[src/rtl/lcd_seq.sv]
// lcd_seq: HD44780 command sequencer in front of lcd_drv.
// After a power-up wait it plays the init ROM. It then turns user
// characters and clear requests into {rs, data} commands, and inserts
// DDRAM address commands so that text wraps across a COLS x ROWS panel.
module lcd_seq #(
  parameter int unsigned COLS      = 16,
  parameter int unsigned ROWS      = 2,
  parameter int unsigned INIT_WAIT = 1500000
) (
  input  logic       clk_i,
  input  logic       rst_i,
  input  logic [7:0] char_i,
  input  logic       char_valid_i,
  output logic       char_ready_o,
  input  logic       clr_i,
  output logic       clr_done_o,
  output logic       init_done_o,
  output logic [8:0] cmd_o,
  output logic       cmd_valid_o,
  input  logic       cmd_ready_i
);

  localparam int unsigned COL_W = (COLS > 1) ? $clog2(COLS) : 1;
  localparam int unsigned CNT_W = (INIT_WAIT > 1) ? $clog2(INIT_WAIT) : 1;

  localparam logic [COL_W-1:0] COL_LAST = COL_W'(COLS - 1);
  localparam logic [CNT_W-1:0] CNT_LAST = CNT_W'(INIT_WAIT - 1);
  localparam logic             ROW_LAST = 1'(ROWS - 1);

  localparam logic [7:0] CMD_CLEAR    = 8'h01;
  localparam logic [7:0] CMD_DDRAM    = 8'h80;
  localparam logic [7:0] ROW1_OFFSET  = 8'h40;

  typedef enum logic [2:0] {
    S_PWR_WAIT = 3'd0,
    S_INIT     = 3'd1,
    S_IDLE     = 3'd2,
    S_CHAR     = 3'd3,
    S_ADDR     = 3'd4,
    S_CLR      = 3'd5
  } state_t;

  state_t           state_q, state_d;
  logic [CNT_W-1:0] cnt_q, cnt_d;
  logic [1:0]       idx_q, idx_d;
  logic [COL_W-1:0] col_q, col_d;
  logic             row_q, row_d;
  logic [8:0]       cmd_q, cmd_d;
  logic             cmd_valid_q, cmd_valid_d;
  logic             clr_done_q, clr_done_d;
  logic             init_done_q, init_done_d;

  logic             xfer_c;
  logic             row_wrap_c;

  // Init ROM: function set, display on, clear, entry mode increment.
  function automatic logic [7:0] init_rom(input logic [1:0] i);
    case (i)
      2'd0:    init_rom = (ROWS == 1) ? 8'h30 : 8'h38;
      2'd1:    init_rom = 8'h0C;
      2'd2:    init_rom = 8'h01;
      default: init_rom = 8'h06;
    endcase
  endfunction

  // Handshake completion and the row that follows the current one.
  assign xfer_c     = cmd_valid_q && cmd_ready_i;
  assign row_wrap_c = (row_q == ROW_LAST) ? 1'b0 : (row_q + 1'b1);

  // Only IDLE accepts characters, and a pending clear blocks them.
  assign char_ready_o = (state_q == S_IDLE) && !clr_i;

  assign cmd_o       = cmd_q;
  assign cmd_valid_o = cmd_valid_q;
  assign clr_done_o  = clr_done_q;
  assign init_done_o = init_done_q;

  // State and output registers.
  always_ff @(posedge clk_i) begin
    if (rst_i) begin
      state_q     <= S_PWR_WAIT;
      cnt_q       <= '0;
      idx_q       <= '0;
      col_q       <= '0;
      row_q       <= 1'b0;
      cmd_q       <= '0;
      cmd_valid_q <= 1'b0;
      clr_done_q  <= 1'b0;
      init_done_q <= 1'b0;
    end else begin
      state_q     <= state_d;
      cnt_q       <= cnt_d;
      idx_q       <= idx_d;
      col_q       <= col_d;
      row_q       <= row_d;
      cmd_q       <= cmd_d;
      cmd_valid_q <= cmd_valid_d;
      clr_done_q  <= clr_done_d;
      init_done_q <= init_done_d;
    end
  end

  // Next-state logic; each command is loaded on the transition into its state.
  always_comb begin
    state_d     = state_q;
    cnt_d       = cnt_q;
    idx_d       = idx_q;
    col_d       = col_q;
    row_d       = row_q;
    cmd_d       = cmd_q;
    cmd_valid_d = cmd_valid_q;
    clr_done_d  = 1'b0;
    init_done_d = init_done_q;

    case (state_q)
      S_PWR_WAIT: begin
        if (cnt_q == CNT_LAST) begin
          state_d     = S_INIT;
          cmd_d       = {1'b0, init_rom(2'd0)};
          cmd_valid_d = 1'b1;
        end else begin
          cnt_d = cnt_q + CNT_W'(1);
        end
      end

      S_INIT: begin
        if (xfer_c) begin
          if (idx_q == 2'd3) begin
            state_d     = S_IDLE;
            cmd_valid_d = 1'b0;
            init_done_d = 1'b1;
          end else begin
            idx_d = idx_q + 2'd1;
            cmd_d = {1'b0, init_rom(idx_q + 2'd1)};
          end
        end
      end

      S_IDLE: begin
        if (clr_i) begin
          state_d     = S_CLR;
          cmd_d       = {1'b0, CMD_CLEAR};
          cmd_valid_d = 1'b1;
        end else if (char_valid_i) begin
          state_d     = S_CHAR;
          cmd_d       = {1'b1, char_i};
          cmd_valid_d = 1'b1;
        end
      end

      S_CHAR: begin
        if (xfer_c) begin
          if (col_q != COL_LAST) begin
            col_d       = col_q + COL_W'(1);
            state_d     = S_IDLE;
            cmd_valid_d = 1'b0;
          end else begin
            col_d       = '0;
            row_d       = row_wrap_c;
            state_d     = S_ADDR;
            cmd_d       = {1'b0, CMD_DDRAM | (row_wrap_c ? ROW1_OFFSET : 8'h00)};
            cmd_valid_d = 1'b1;
          end
        end
      end

      S_ADDR: begin
        if (xfer_c) begin
          state_d     = S_IDLE;
          cmd_valid_d = 1'b0;
        end
      end

      S_CLR: begin
        if (xfer_c) begin
          col_d       = '0;
          row_d       = 1'b0;
          clr_done_d  = 1'b1;
          state_d     = S_IDLE;
          cmd_valid_d = 1'b0;
        end
      end

      default: begin
        state_d     = S_PWR_WAIT;
        cmd_valid_d = 1'b0;
      end
    endcase
  end

endmodule

[config.mk]
export PLATFORM = sky130hd
export DESIGN_NAME = lcd_seq
export DESIGN_NICKNAME = d
export VERILOG_FILES = /design/src/rtl/lcd_seq.sv
export SDC_FILE = /design/constraint.sdc
export NUM_CORES = 1
export LEC_CHECK = 0
export BUFFER_PORTS_ARGS = -buffer_cell sky130_fd_sc_hd__clkbuf_2
export CAP_MARGIN = 15
export CORE_ASPECT_RATIO = 1.25
export CORE_MARGIN = 5
export CORE_UTILIZATION = 55
export CTS_BUF_LIST = sky130_fd_sc_hd__clkbuf_4 sky130_fd_sc_hd__clkbuf_8
export DETAILED_ROUTE_END_ITERATION = 6
export GPL_TIMING_DRIVEN = 0
export HOLD_SLACK_MARGIN = 0.12
export PLACE_DENSITY = 0.78
export SLEW_MARGIN = 20
export SYNTH_ARGS = -nofsm -noshare
export SYNTH_HDL_FRONTEND = slang
export SYNTH_SLANG_ARGS = --single-unit
[constraint.sdc]
create_clock -name clk_i -period 2.75 [get_ports clk_i]
set_clock_uncertainty 0.2 [all_clocks]
set_input_delay 0.6875 -clock clk_i [delete_from_list [all_inputs] [get_ports clk_i]]
set_output_delay 0.6875 -clock clk_i [all_outputs]
set_load 0.02 [all_outputs]
Word level (Yosys, flattened, before mapping):

Cells that the tools add are included.

* register bits after elaboration: 43
* bits of input ports: 13
* output and inout port bits: 13
* logic and storage cells: 88

* $add $sub $neg: 4
* eq/ne operators: 19
* multiplexer cells: 37
* bitwise gates (word level): 3
* reduce and logical (&&, ||, !) cells: 16

Operator list (count)
* 2-to-1 mux 9 bit: 7
* one-hot mux 9 bit (4 select lines): 1
* 2-to-1 mux 3 bit: 8
* adder 21 x 1 -> 21 bit (second input constant): 1
* equality test 21 bit (second input constant): 1
* one-hot mux 6 bit (3 select lines): 1
* one-hot mux 3 bit (5 select lines): 1
* inequality test 2 bit (second input constant): 7
* 2-to-1 mux 1 bit: 12
* 2-to-1 mux 4 bit: 3
* AND reduction 3 bit: 3
* one-hot mux 4 bit (2 select lines): 1
* 2-to-1 mux 7 bit: 1
* AND reduction 7 bit: 1
* equality test 3 x 2 -> 1 bit (second input constant): 2
* equality test 3 bit (second input constant): 2
* AND reduction 6 bit: 1
* one-hot mux 1 bit (5 select lines): 1
* adder 4 x 1 -> 4 bit (second input constant): 1
* equality test 2 bit (second input constant): 2
* inequality test 4 bit (second input constant): 1
* AND reduction 4 bit: 1
* nonzero test 4 bit: 1
* OR reduction 2 bit: 2
* 14 further kinds: 17

Logic depth before layout (Yosys ltp):

* word-level depth: 6
* depth in mapped cells: 8

Worst setup path after synthesis:

OpenSTA, ideal clock, no wires.

* path kind: in2reg
* from: input clr_i
* to: register cmd_q[6] (netlist: cmd_o[6])
* setup time: 0.132 ns
* arrival: 2.595 ns
* required time: 2.418 ns
* setup slack: -0.177 ns
* cell stages on the path: 6
* buffers on the path: 1
* cells stage by stage: nor4b_1 -> nand2b_1 -> nand2_1 -> clkbuf_1 -> or4_1 -> a21oi_1

* longest elaborated chain between the ends: 2
* elaborated cells on any way between the ends: 4
* those cells by class: eq/ne (1); mux (2); reduce/logical (1)

RTL lines
* start, declared: RTL line 15 `input logic clr_i,`
* inequality test 3 bit (no line) / 2-to-1 mux 9 bit (equally long branches)
* AND reduction 7 bit (no line) / one-hot mux 9 bit (4 select lines) (equally long branches)
* end signal, assigned: RTL line 96 `cmd_q <= cmd_d;`
* end, declared: RTL line 48 `logic [8:0] cmd_q, cmd_d;`

Several ways; a longest one is shown, not always the timed one.
A chain may end at the register's enable or synchronous reset.

Worst setup path in the final report:

* from: register col_q[0]
* to: register cmd_q[6] (netlist: cmd_o[6])

* longest elaborated chain between the ends: 3

RTL lines
* start, declared: RTL line 46 `logic [COL_W-1:0] col_q, col_d;`
* start signal, assigned: RTL line 94 `col_q <= col_d;`
* inequality test 4 bit: RTL line 153 `if (col_q != COL_LAST) begin`
* inequality test 2 bit (no line)
* AND reduction 7 bit (no line)

Every way passes these cells.

==> results.sh <==
export IMPL_syn_area_mm2=0.00229
export IMPL_grt_pass1_wl_um=8780
export IMPL_syn2layout_area_growth_pct=12.9
export IMPL_cts_clk_slew_worst_paths_ns=0.08
export IMPL_worst_path_buf_inv=1
export IMPL_diodes=0
export IMPL_required_ns=2.78
export IMPL_maxCapViolCount=0
export IMPL_clk_latency_ns=0.29
export IMPL_drt_total_wl_um=5370
export IMPL_htreeDepth=2
export IMPL_relSlewSlack_pct=52.1
export IMPL_crit_fanout=10
export IMPL_row_count=26
export IMPL_hpwl_um=3910
export IMPL_worst_pin_slew_ns=0.713
export IMPL_grt_max_degree=13
export IMPL_power_total_uw=1080
export IMPL_layout_commonest_cell="dfxtp_1"
export IMPL_synthFlopType="dfxtp_1"
export IMPL_core_area_mm2=0.00407
export IMPL_grt_usage_pct=20.8
export IMPL_grtUsageMet1_pct=22.9
export IMPL_first_pass_iters=4
export IMPL_hold_viol_final=0
export IMPL_finalSetupViolCount=0
export IMPL_fmax_ghz=0.391
export IMPL_yosys_warnings=0
export IMPL_gp_congestion=0.906
export IMPL_ios=26
export IMPL_reg2reg_depth=7
export IMPL_final_cell_mix="43 x dfxtp_1, 31 x nor2_1, 25 x clkbuf_2"
export IMPL_met2_usage_pct=38.1
export IMPL_cts_sinks=43
export IMPL_cp_num_cells=7
export IMPL_dieArea_mm2=0.00556
export IMPL_ys_ff_latch=43
export IMPL_fin_nets=329
export IMPL_slowest_delay_ns=0.52
export IMPL_maxSlewViolCount=0
export IMPL_cts_tree="yes"
export IMPL_hp_class="flip-flop to flip-flop"
export IMPL_initial_core_util_pct=56.3
export IMPL_hold_depth=2
export IMPL_grt_overflow=0
export IMPL_p_leak_uw=0.000941
export IMPL_ant_nets=0
export IMPL_slowest_stage="or4_1"
export IMPL_ctsLongestPathBuffers=2
export IMPL_drt_iter0_markers=129
export IMPL_die_w_um=67.7
export IMPL_synth_edf_count=0
export IMPL_cts_root_buf="clkbuf_8"
export IMPL_post_route_min_period_ns=2.56
export IMPL_outcome="finished, final reports clean"
export IMPL_ys_types=46
export IMPL_cts_buffers=5
export IMPL_vias=2107
export IMPL_place_inst=360
export IMPL_antenna_found_initial=0
export IMPL_yosysSeqAreaShare_pct=37.6
export IMPL_synthesis_instances=279
export IMPL_drc=0
export IMPL_end_kind="flip-flop"
export IMPL_fin_crit_sh_pct=93.0
export IMPL_final_cells=368
export IMPL_crit_type="flip-flop to flip-flop"
export IMPL_cp_top_family="simple AND/OR/NAND/NOR gates"
export IMPL_busiest_layer="met2"
export IMPL_met3_usage_pct=4.06
export IMPL_avgSynthCellArea_um2=8.21
export IMPL_die_h_um=82.2
export IMPL_via_per_inst=5.73
export IMPL_layout_drive_gt1_share_pct=15.1
export IMPL_place_port_buffers=25
export IMPL_fill_cells=383
export IMPL_arrival_ns=2.59
export IMPL_async_flop_share_pct=0
export IMPL_crit_chain="ha_1, nand4_1, a221oi_2, nand2_1, clkbuf_1, or4_1, a21oi_1"
export IMPL_start_kind="flip-flop"
export IMPL_cellPowerDensity_mw_per_mm2=419
export IMPL_holdBufCountCts=0
export IMPL_syn_num_nets=297
export IMPL_rsz0062_at_grt="no"
export IMPL_vdd_drop_max_uv=273
export IMPL_grt_pass1_vias=1991
export IMPL_wl_per_cell_um=14.6
## sequential cells by signal, indices dropped and copies added, names as in the netlist
name / count
row_q: 1
cnt_q: 21
init_done_o: 1
cmd_valid_o: 1
cmd_o: 9
state_q: 3
clr_done_o: 1
idx_q: 2
col_q: 4
## synthesized netlist by cell type (all sizes together), types with 4 or more instances
| cell | count | area share [%] |
|---|---|---|
| inv | 9 | 1.5 |
| o21ai | 19 | 4.2 |
| clkbuf | 9 | 1.5 |
| nand4 | 9 | 2.5 |
| ha | 5 | 2.7 |
| nand3 | 7 | 1.5 |
| or4 | 8 | 2.8 |
| buf | 7 | 2.5 |
| nand2 | 19 | 3.1 |
| a211oi | 8 | 2.6 |
| nor2b | 10 | 2.7 |
| nand2b | 4 | 1.1 |
| xor2 | 5 | 1.9 |
| dfxtp | 43 | 38 |
| nor2 | 31 | 5.1 |
| xnor2 | 10 | 3.8 |
| a21oi | 25 | 5.6 |
| nor3 | 8 | 2.2 |
| or3 | 7 | 1.9 |
## worst paths after layout
check                                 start           to  slack [ns]
worst max register to register     col_q[0]     cmd_o[6]        0.19
worst max-delay path               col_q[0]     cmd_o[6]        0.19
worst min register to register  init_done_o  init_done_o        0.28
worst min-delay path            init_done_o  init_done_o        0.28
## tightest hold or removal path: cells and delay by family (launching register included)
family           cells  cell delay (ns)
flip-flops           1             0.33
AND/OR/NAND/NOR      2             0.12
## through the flow
stage               worst slack [ns]  instance area, um2  utilization, %  hold slack (ns)  setup TNS, ns
finish                         0.192                2590            63.6            0.279              0
global route                  0.0259                2590            63.6            0.316              0
CTS                            0.121                2580            63.5            0.283              0
detailed placement           -0.0224                2490            61.3            0.265        -0.0224
global placement            -0.00770                2490            61.3            0.251       -0.00770
floorplan                      0.345                2300               -            0.254              0
## kinds of logic (layout without fill, tap and decap cells)
kind of cell | Yosys count | after routing | synth area share (%)
simple gates | 118 | 118 | 28.5
flops | 43 | 43 | 37.6
mux | 3 | 3 | 1.42
buf+inv | 26 | 59 | 5.57
xor+xnor | 15 | 15 | 5.73
compound gates | 69 | 69 | 18.5
fa+ha+maj | 5 | 5 | 2.73
## where the power goes
| part | switching (uW) | internal [uW] | total, uW | leakage [uW] |
|---|---|---|---|---|
| Clock | 208 | 198 | 406 | 0.0000491 |
| Combinational | 26.2 | 16.9 | 43.1 | 0.000545 |
| Sequential | 6.83 | 628 | 634 | 0.000347 |
| Total | 241 | 843 | 1080 | 0.000941 |
## final cells by class
class,count,area (um2),share of cell area (%)
buffer,16,90.1,3.48
clock buffer,7,83.8,3.24
clock inverter,1,5.00,0.193
inverter,10,37.5,1.45
multi-input combinational,210,1320,50.8
sequential,43,861,33.3
tap,56,70.1,2.71
timing repair buffer,25,125,4.84
## routing by layer
metal	routed length, um	up-vias
li1	-	1071
met1	2290	989
met2	2820	38
met3	154	9
met4	114	0
met5	0	-
## repair_timing
item	4_1_cts	5_1_grt
buffers inserted	0	0
gates resized for setup	0	1
endpoints found under the setup margin	0	1
Power figures use the tool's default switching activity.
